--- src/rtl/aditya_patra_pkg.sv ---
// Shared types and constants for the aditya_patra sensor alarm controller.
// The sensor synchronizers are built only when SENSOR_SYNC_EN is defined.
package aditya_patra_pkg;

  typedef enum logic [1:0] {
    IDLE   = 2'd0,
    ALERT1 = 2'd1,
    ALERT2 = 2'd2,
    ALERT3 = 2'd3
  } state_t;

  localparam int unsigned TONE_HALF_PERIOD_DEF = 4;

  function automatic int unsigned cnt_width(input int unsigned half);
    return (half > 1) ? $clog2(half) : 1;
  endfunction

  localparam int unsigned CNT_W_DEF = cnt_width(TONE_HALF_PERIOD_DEF);

  // Buzzer vector {buzzer3, buzzer2, buzzer1} that belongs to an alert state.
  function automatic logic [2:0] buzz_sel(input state_t s);
    logic [2:0] r;
    r = '0;
    case (s)
      ALERT1:  r = 3'b001;
      ALERT2:  r = 3'b010;
      ALERT3:  r = 3'b100;
      default: r = '0;
    endcase
    return r;
  endfunction

endpackage

--- src/rtl/aditya_patra_sync.sv ---
// Two-flop synchronizer for one asynchronous sensor input.
module aditya_patra_sync (
  input  logic clk,
  input  logic reset,
  input  logic d,
  output logic q
);

  logic meta;

  always_ff @(posedge clk or negedge reset) begin
    if (!reset) begin
      meta <= 1'b0;
      q    <= 1'b0;
    end else begin
      meta <= d;
      q    <= meta;
    end
  end

endmodule

--- src/rtl/aditya_patra.sv ---
// Three-channel priority sensor alarm with square-wave buzzer tones.
// Define SENSOR_SYNC_EN to pass each sensor through a 2-flop synchronizer.
module aditya_patra
  import aditya_patra_pkg::*;
#(
  parameter int unsigned TONE_HALF_PERIOD = TONE_HALF_PERIOD_DEF
) (
  input  logic clk,
  input  logic reset,
  input  logic sensor1,
  input  logic sensor2,
  input  logic sensor3,
  output logic buzzer1,
  output logic buzzer2,
  output logic buzzer3
);

  localparam int unsigned CW = cnt_width(TONE_HALF_PERIOD);
  localparam logic [CW-1:0] CNT_LAST = CW'(TONE_HALF_PERIOD - 1);

  logic s1, s2, s3;

`ifdef SENSOR_SYNC_EN
  aditya_patra_sync u_sync1 (.clk(clk), .reset(reset), .d(sensor1), .q(s1));
  aditya_patra_sync u_sync2 (.clk(clk), .reset(reset), .d(sensor2), .q(s2));
  aditya_patra_sync u_sync3 (.clk(clk), .reset(reset), .d(sensor3), .q(s3));
`else
  assign s1 = sensor1;
  assign s2 = sensor2;
  assign s3 = sensor3;
`endif

  state_t          state, nxt;
  logic [CW-1:0]   cnt;
  logic [2:0]      buzz;

  always_comb begin
    nxt = IDLE;
    if (s3)      nxt = ALERT3;
    else if (s2) nxt = ALERT2;
    else if (s1) nxt = ALERT1;
  end

  // A change of alert state restarts the tone high from a fresh counter.
  always_ff @(posedge clk or negedge reset) begin
    if (!reset) begin
      state <= IDLE;
      cnt   <= '0;
      buzz  <= '0;
    end else begin
      state <= nxt;
      if (nxt == IDLE) begin
        cnt  <= '0;
        buzz <= '0;
      end else if (nxt != state) begin
        cnt  <= '0;
        buzz <= buzz_sel(nxt);
      end else if (cnt == CNT_LAST) begin
        cnt  <= '0;
        buzz <= buzz ^ buzz_sel(nxt);
      end else begin
        cnt  <= cnt + 1'b1;
      end
    end
  end

  assign buzzer1 = buzz[0];
  assign buzzer2 = buzz[1];
  assign buzzer3 = buzz[2];

endmodule

--- config.mk ---
export PLATFORM = sky130hd
export DESIGN_NAME = aditya_patra
export DESIGN_NICKNAME = d
export VERILOG_FILES = /design/src/rtl/aditya_patra_pkg.sv /design/src/rtl/aditya_patra_sync.sv /design/src/rtl/aditya_patra.sv
export SDC_FILE = /design/constraint.sdc
export NUM_CORES = 1
export LEC_CHECK = 0
export ABC_AREA = 1
export ABC_CLOCK_PERIOD_IN_PS = 1700
export BUFFER_PORTS_ARGS = -buffer_cell sky130_fd_sc_hd__buf_4
export CORE_AREA = 2 2 39 41
export CTS_BUF_LIST = sky130_fd_sc_hd__clkbuf_2 sky130_fd_sc_hd__clkbuf_4 sky130_fd_sc_hd__clkbuf_8
export CTS_CLUSTER_SIZE = 24
export DETAILED_ROUTE_END_ITERATION = 12
export DIE_AREA = 0 0 41 43
export SLEW_MARGIN = 20
export SYNTH_ARGS = -nofsm -noshare
export SYNTH_HDL_FRONTEND = slang
export SYNTH_SLANG_ARGS = --single-unit
--- constraint.sdc ---
create_clock -name clk -period 1.7 [get_ports clk]
set_clock_uncertainty 0.1 [all_clocks]
set_input_delay 0.34 -clock clk [delete_from_list [all_inputs] [get_ports clk]]
set_output_delay 0.34 -clock clk [all_outputs]
set_load 0.02 [all_outputs]
# == After elaboration in Yosys (flattened, before gate mapping) ==
# Index checks and enable logic that the tools add are counted.
# word_totals
ff_bits,7
inputBits,5
out_inout_bits,3
word_cells,25
# classes
n_addsub,1
n_eq_ne,5
muxes,13
n_bitwise,1
reduce_logical,2
# op_table
cell,n
$mux 3,6
$mux 2,5
$pmux 3 s3,1
$eq 2x2->1 const B,3
$reduce_bool 3->1,1
$xor 3x3->3,1
$add 2x1->2 const B,1
$eq 2x1->1 const B,1
$logic_not 2->1,1
$ne 2x2->1,1
$mux 1,1

# == Logic depth before layout (Yosys ltp) ==
# Gate-level depths: netlist of the first run.
# logic_depth
word_depth,12
depth_mapped,9

# == Worst setup path before layout of the first run ==
# Ideal clock, no wire load.
# synth_timing
path_type,input -> register
startpoint,input port sensor3
endpoint,register buzz[0]
setup_time_ns,0.117
arrival_ns,0.985
setup_slack_ns,0.498
stages,8
n_path_buf,0
path_cell_list,inv_2 nand2_2 nand3_4 nand2_2 nor2_2 nand3_1 nand3_1 nand2_1
# synth_between
elab_chain_len,10
# synth_rtl
item,line_no,source
start: declaration,aditya_patra.sv:12,"input logic sensor3,"
$mux 2 (*),aditya_patra.sv:39,if (s3) nxt = ALERT3;
$eq 2x2->1 / $eq 2x1->1 (equally long branches),aditya_patra_pkg.sv:24,case (s)
$pmux 3 s3,aditya_patra_pkg.sv:24,
$mux 3,aditya_patra.sv:58,end else if (cnt == CNT_LAST) begin
$mux 3,aditya_patra.sv:55,end else if (nxt != state) begin
$mux 3,aditya_patra.sv:52,if (nxt == IDLE) begin
$xor 3x3->3,aditya_patra.sv:60,buzz <= buzz ^ buzz_sel(nxt);
$mux 3,aditya_patra.sv:58,
$mux 3,aditya_patra.sv:55,
$mux 3,aditya_patra.sv:52,
end signal: assignment,aditya_patra.sv:57,buzz <= buzz_sel(nxt);
end signal: assignment,aditya_patra.sv:60,
end: declaration,aditya_patra.sv:35,logic [2:0] buzz;
# Mark *: on every way between the ends. The rest lies on a longest branch, timed or not. The select of a mux whose other input is x is not followed.
# A chain may end at the register's enable or synchronous reset.

# == Worst setup path in the final report of the first run ==
# layout_timing
startpoint,register buzz[1]
endpoint,output port buzzer2
# layout_lines
item,line_no,source
end: declaration,aditya_patra.sv:14,"output logic buzzer2,"
# No word-level cell between the ends.

==> metrics, run 1 <==
starting density of the core=0.3445; Lkg Pwr=0.3088 nW; largest net degree at the start of global routing=8; Setup violations, final=0; commonest non-fill, non-tap cell in the layout=nand2_1; Mapped Area=476.7 sq um; Worst Hold Class=in -> reg; # Post-CTS Setup Buffers=0; CTS Buf Count=3; Mapped Nets=66; Pre-antenna DRT Iters=3; worst endpoint required time=1.26 ns; number of global-route vias before repair=369; final core occ=0.4259; fraction of layout cells with a size suffix above 1=0.4028; hold_ws=0.2676 ns; hpwl dp=730.9 um; WL/cell=10.40 um; placed cell area=549.3 sq um; post-synthesis cell count=60; die height=43 um; setup ws final=0.4252 ns; worst reg-to-reg setup slack=0.44 ns; Worst Setup End Kind=output pin; clk sinks=7; Die X=41 um; Via density=4.693; via count=413; fill cell count=143; Fin Setup TNS=0 ns; Worst Setup Path Type=reg -> out; min cycle time layout=1.275 ns; PostCTS Resize Cnt=0; most frequent cells in the layout=nand2_1, nand2_2, dfrtp_1, buf_4, inv_1; Core Region=1384 sq um; r2r endpoint=buzz[0]; final WL=915 um; I/O Buffers=7; Synth area leaders=dfrtp_1, nand2_1, nand2_2; worst vdd ir=0.4488 mV; initial DRC count=6; first-pass GRT wire length=1545 um; crit-path cells=buf_4; Pwr per Cell Area=885.7 nW/um^2; placement row count=14; Fmax=784.4 MHz; Hold Vio Cnt, Final=0; critical path's slowest cell=dfrtp_1; count of different cell masters after synthesis=15; antenna cells=0; Slew Limit Headroom=0.8299; max-slew violations=0; largest area contributor in the netlist=dfrtp_1; Residual DRC=0; Startpoint Class=flip-flop; status=finished, final reports clean; sequential area share after synthesis=0.3675; DIE AREA=1763 sq um; # IOs=8; clock buffer depth=2; Worst EP arrival=0.83 ns; CTS tree=done; grt total ovfl=0; Total Power=522.0 uW; placed cells=83; worst r2r path cells=8; hold_buf cts=1; Yosys top cell area share=0.3675; Worst path max stage delay=0.41 ns; CP top delay family=flip-flops; final std cells w/o fill=88; antenna-violating nets left=0; total track usage=0.1320; #FFs+latches synth=7; slew of the pin with the lowest slew margin=0.2549 ns; part of the cycle the worst path needs=0.7499; mean area per synthesized cell=7.945 sq um; Hold EP=state[1]; Max Fanout on Critical Path=4; Post-Place Setup Slack=0.2191 ns; initial antenna violation count=0; RSZ-0062 raised after global routing=false; min-delay src=sensor2; warnings from Yosys=0; root buf cell=clkbuf_4; FF-to-FF Start=state[1]; cell depth of the worst hold path=3; Routability Congestion=0.7336; fin nets=79; area delta synth->final=23.62%; max-cap violations=0; final instance area=589.3 sq um; H-tree levels=1; worst path bufs/invs=1; clk slew on worst S/H paths=0.05 ns; Clk Latency, worst-skew pair=0.26 ns
[where the power goes]
| part | switching (mW) | internal, mW | leakage [nW] | total [mW] |
|---|---|---|---|---|
| sequential | 0.0180 | 0.188 | 0.0863 | 0.206 |
| combinational | 0.0872 | 0.0575 | 0.204 | 0.145 |
| clock | 0.0652 | 0.106 | 0.0184 | 0.171 |
| total | 0.170 | 0.351 | 0.309 | 0.522 |
[area by class of cell]
cell class	instances	area (sq um)	share of cell area
multi-input combinational	46	275.3	0.4671
sequential	7	175.2	0.2972
timing repair buffer	8	62.56	0.1062
clock buffer	4	30.03	0.05096
inverter	7	26.28	0.04459
tap	16	20.02	0.03397
[worst max path at each step]
stage                          to  slack (ns)  startpoint  depth (start not counted)
final                     buzzer2        0.43     buzz[1]                          1
after global routing      buzz[0]        0.36    state[1]                          7
after CTS                 buzzer3        0.42     buzz[2]                          1
after detailed placement  buzz[1]        0.22     sensor2                          9
after global placement    buzz[0]        0.23     sensor2                          9
after floorplan           buzz[0]        0.50     sensor3                          8
[sequential cells by signal (all words and copies together) (netlist names)]
name and flops:
buzz 3, cnt 2, state 2
[layer usage]
| metal | up-vias | track usage | wire length, um |
|---|---|---|---|
| li1 | 215 | - | - |
| met1 | 189 | 0.1933 | 450 |
| met2 | 7 | 0.1688 | 413 |
| met3 | 2 | 0.03141 | 35 |
| met4 | 0 | 0.08000 | 16 |
| met5 | - | 0 | 0 |
[synth_stat cells (all sizes together)]
cell and instances:
nand3 6, nand4 3, a21oi 1, ha 1, nor2 6, inv 7, nand2 28, nor3 1
dfrtp 7
[logic make-up after synthesis]
group	share of synthesized area
compound gates	0.01049
flops	0.3675
fa+ha+maj	0.02624
buf+inv	0.05513
simple gates	0.5407
Note: power is estimated with default switching activity, not from simulation.
==> run 2, diff against run 1 <==
Settings changed: ABC_CLOCK_PERIOD_IN_PS 1700 to 1100.
Clock period 1.7 ns to 1.1 ns, I/O delays scaled along.
==> run 2 against run 1 <==
- the run now ends with negative setup slack left
- setup slack worse by 0.50 ns
- flip-flop and latch count unchanged
- first-iteration DRC count up 33%
- largest power group unchanged
- global-route usage up 0.12 points
==> metrics, run 2 (synthesis gave the netlist of run 1 again) <==
clk slew on worst S/H paths=0.05 ns; Core Region=1384 sq um; Worst Setup End Kind=flip-flop; Setup violations, final=5; hpwl dp=744.2 um; Startpoint Class=flip-flop; Internal=609.0 uW; max-cap violations=0; clk sinks=7; Via density=4.515; Pre-antenna DRT Iters=4; slew of the pin with the lowest slew margin=0.3436 ns; max reg flops=3; setup ws final=-0.07740 ns; Reg power frac=0.356; final WL=971 um; met1 usage=0.1940; Worst Setup Path Type=reg -> reg; DIE AREA=1763 sq um; Fin Setup TNS=-0.2548 ns; Clk Latency, worst-skew pair=0.25 ns; root buf cell=clkbuf_4; starting density of the core=0.3445; WL/cell=9.614 um; met3 Use GR=0.01571; Sw Share=0.3098; max-slew violations=0; Lkg Pwr=0.3718 nW; Pwr per Cell Area=1242 nW/um^2; status=complete, but fails checks; Biggest register=buzz; Clk network pwr share=0.288; total track usage=0.1331; RSZ-0062 raised after global routing=true; worst vdd ir=0.7405 mV; Post-Place Setup Slack=-0.2154 ns; biggest regs=buzz x3, cnt x2, state x2; H-tree levels=1; die height=43 um; Gate power share=0.356; failing checks=negative setup slack; worst endpoint required time=1.14 ns; I/O Buffers=7; initial antenna violation count=0; initial DRC count=8; # IOs=8; largest net degree at the start of global routing=8; grt total ovfl=0; Die X=41 um; CTS Buf Count=3; placement row count=14; antenna-violating nets left=0; GRT Max-Usage Layer=met1; final std cells w/o fill=101; most frequent cells in the layout=nand2_1, buf_4, nand2_2, dfrtp_1; Switch Pwr=273.4 uW; fin nets=92; commonest non-fill, non-tap cell in the layout=nand2_1; clock buffer depth=2; Total Power=882.4 uW; part of the cycle the worst path needs=1.070; grt met2 use=0.1813; fill cell count=133; Worst Hold Class=in -> async; Routability Congestion=0.7818; number of global-route vias before repair=402; Worst EP arrival=1.22 ns; Fmax=849.3 MHz; placed cells=91; Max Fanout on Critical Path=3; Hold Vio Cnt, Final=0; antenna cells=0; via count=456; Residual DRC=0; area delta synth->final=49.08%; CTS tree=done; first-pass GRT wire length=1600 um; fraction of layout cells with a size suffix above 1=0.5294; min cycle time layout=1.177 ns; Slew Limit Headroom=0.7707
run 2: changes by cell type in the layout (fill, tap and decap cells not counted), sizes merged:
cell  delta
buf     +13
run 2: routing by layer:
layer,up-vias,share of wire
li1,244,-
met1,201,0.46
met2,9,0.49
met3,2,0.040
met4,0,0.014
met5,-,0
run 2: through the flow:
step | area, sq um | hold WS [ns] | utilization
floorplan | 476.7 | -0.1756 | -
global placement | 609.3 | -0.06309 | 0.4403
detailed placement | 609.3 | -0.06197 | 0.4403
CTS | 698.2 | 0.2184 | 0.5045
global route | 710.7 | 0.2385 | 0.5136
finish | 710.7 | 0.2238 | 0.5136
run 2: power by group through the flow:
stage	clock network (mW)	logic, mW	registers (mW)
global placement	0	0.244	0.325
detailed placement	0	0.245	0.323
finish	0.254	0.314	0.314
global route	0.277	0.346	0.317
CTS	0.269	0.307	0.313
floorplan	0	0.127	0.342
run 2: worst max-delay path, cell delays in order (launching register included):
cell and delay [ns]:
dfrtp_1 0.40, inv_2 0.07, nand2_2 0.06, nand2_4 0.08, nand3_4 0.08, nor2_4 0.09, nand2_2 0.06, nand3_1 0.07
nand2_1 0.05
run 2: repair_timing:
action	4_1_cts	5_1_grt
setup buffers	4	1
pin swaps	2	4
hold endpoints to repair	7	0
setup endpoints to repair	7	8
hold buffers	1	0
resized for setup	6	1
run 2: worst paths after layout:
path / to / slack, ns / cells past startpoint / startpoint
min in group clk: buzz[0] / 0.23 / 5 / sensor1
max: buzz[1] / -0.08 / 8 / state[1]
min: state[1] / 0.22 / 2 / reset
max in group asynchronous: state[0] / 0.55 / 2 / reset
min reg2reg: cnt[0] / 0.34 / 1 / cnt[0]
max reg2reg: buzz[1] / -0.08 / 8 / state[1]
run 2: cell type report:
cell class	instances	area (sq um)	area share
Timing Repair Buffer	21	171.4	0.2412
Tap cell	16	20.02	0.02817
Multi-Input combinational cell	46	287.8	0.4049
Inverter	7	26.28	0.03697
Sequential cell	7	175.2	0.2465
Clock buffer	4	30.03	0.04225
==> run 3, diff against run 2 <==
Settings changed: CORE_AREA 2 2 39 41 to unset, CORE_ASPECT_RATIO set to 0.75, CORE_UTILIZATION set to 25, DIE_AREA 0 0 41 43 to unset.
==> run 3 against run 2 <==
- the run still ends with negative setup slack left
- critical path depth shrank 1
- worst hold slack lost 0.0079 ns
- die area grew 18%
- maximum frequency shrank 3.5%
- utilization shrank 9.0 points
- register-to-register slack lost 0.04 ns
- final cell count grew 8.9%
- critical endpoint unchanged
==> metrics, run 3 (synthesis gave the netlist of run 1 again) <==
Core Region=1757 sq um; Max Fanout on Critical Path=3; max-cap violations=0; Lkg Pwr=0.3857 nW; hpwl dp=841.8 um; # IOs=8; status=complete, but fails checks; initial antenna violation count=0; Residual DRC=0; via count=459; clk slew on worst S/H paths=0.05 ns; Worst Setup End Kind=flip-flop; area delta synth->final=55.91%; Critical path destination=buzz[1]; worst r2r path cells=7; biggest regs=buzz x3, cnt x2, state x2; max reg flops=3; placement row count=13; failing checks=negative setup slack; placed cell area=639.4 sq um; min cycle time layout=1.220 ns; worst vdd ir=0.5931 mV; root buf cell=clkbuf_4; Clk Latency, worst-skew pair=0.25 ns; largest net degree at the start of global routing=8; Via density=4.173; DIE AREA=2087 sq um; Slew Limit Headroom=0.8208; final std cells w/o fill=110; Worst EP arrival=1.26 ns; antenna-violating nets left=0; CTS Buf Count=3; Hold Vio Cnt, Final=0; FF-to-FF Start=state[0]; placed cells=100; max-slew violations=0; most frequent cells in the layout=nand2_1, buf_4, nand2_2, dfrtp_1; total track usage=0.1420; clock buffer depth=2; H-tree levels=1; first-pass GRT wire length=1911 um; I/O Buffers=7; Pre-antenna DRT Iters=5; clk sinks=7; slew of the pin with the lowest slew margin=0.2685 ns; RSZ-0062 raised after global routing=true; worst endpoint required time=1.14 ns; Setup violations, final=6; Fmax=819.8 MHz; setup ws final=-0.1199 ns; CTS tree=done; Die X=52.42 um; part of the cycle the worst path needs=1.109; Worst Hold Class=in -> async; r2r endpoint=buzz[1]; initial DRC count=19; final WL=1145 um; Worst Setup Path Type=reg -> reg; die height=39.82 um; number of global-route vias before repair=438; WL/cell=10.41 um; final core occ=0.4231; Fin Setup TNS=-0.4234 ns; Crit. Startpoint=state[0]; starting density of the core=0.2714; fin nets=95; grt total ovfl=0; Routability Congestion=0.7902; worst reg-to-reg setup slack=-0.12 ns; final instance area=743.2 sq um; Pwr per Cell Area=1217 nW/um^2; fraction of layout cells with a size suffix above 1=0.5455; Startpoint Class=flip-flop; Biggest register=buzz; antenna cells=0
-- run 3: changes by cell type in the layout (fill, tap and decap cells not counted) --
| cell | change |
|---|---|
| nand3_4 | +1 |
| buf_4 | +3 |
| nor2_4 | -1 |
| nor2_2 | +1 |
| nand3_2 | -1 |
-- run 3: per-stage QoR --
stage	power [mW]	hold WS, ns	setup slack (ns)
after floorplan	0.4690	-0.1756	-0.02491
after global placement	0.5791	-0.05679	-0.2030
after detailed placement	0.5835	-0.05596	-0.2241
after CTS	0.9196	0.2111	-0.1187
after global routing	0.9783	0.2184	-0.2013
final	0.9046	0.2159	-0.1199
-- run 3: worst max-delay path: stages (launching register included) --
cell     delay [ns]
dfrtp_1        0.41
inv_2          0.10
nand3_4        0.09
buf_4          0.15
nand4_1        0.08
nand2_1        0.05
nand3_1        0.07
nand2_1        0.05
-- run 3: per-layer routing --
metal,global-route usage,vias to the layer above,routed length (um)
met5,0,-,0
met4,0.03947,0,0
met3,0.06977,0,90
met2,0.2278,12,512
met1,0.1678,202,542
li1,-,245,-
-- run 3: report_power, final --
| part | switching (mW) | leakage [nW] | internal, mW |
|---|---|---|---|
| combinational | 0.167 | 0.281 | 0.162 |
| sequential | 0.0230 | 0.0863 | 0.291 |
| clock | 0.0984 | 0.0184 | 0.163 |
-- run 3: final cells by class --
type,instances,area (sq um)
fill,189,1013
multi-input combinational,46,290.3
timing repair buffer,24,193.9
sequential,7,175.2
clock buffer,4,30.03
tap,22,27.53
inverter,7,26.28
-- run 3: repair_timing --
action | in CTS | in global routing
buffers inserted | 5 | 0
hold buffers | 1 | 0
endpoints found under the setup margin | 8 | 8
pin swaps | 3 | 2
hold endpoints to repair | 7 | 0
gates resized for setup | 7 | 0
-- run 3: worst min path at each step --
stage | startpoint | endpoint | slack (ns) | cells past startpoint
after detailed placement | reset | buzz[0] | -0.06 | 1
final | reset | buzz[0] | 0.22 | 2
after global placement | reset | buzz[0] | -0.06 | 1
after CTS | reset | buzz[0] | 0.21 | 2
after global routing | reset | buzz[1] | 0.22 | 2
after floorplan | reset | buzz[0] | -0.18 | 0
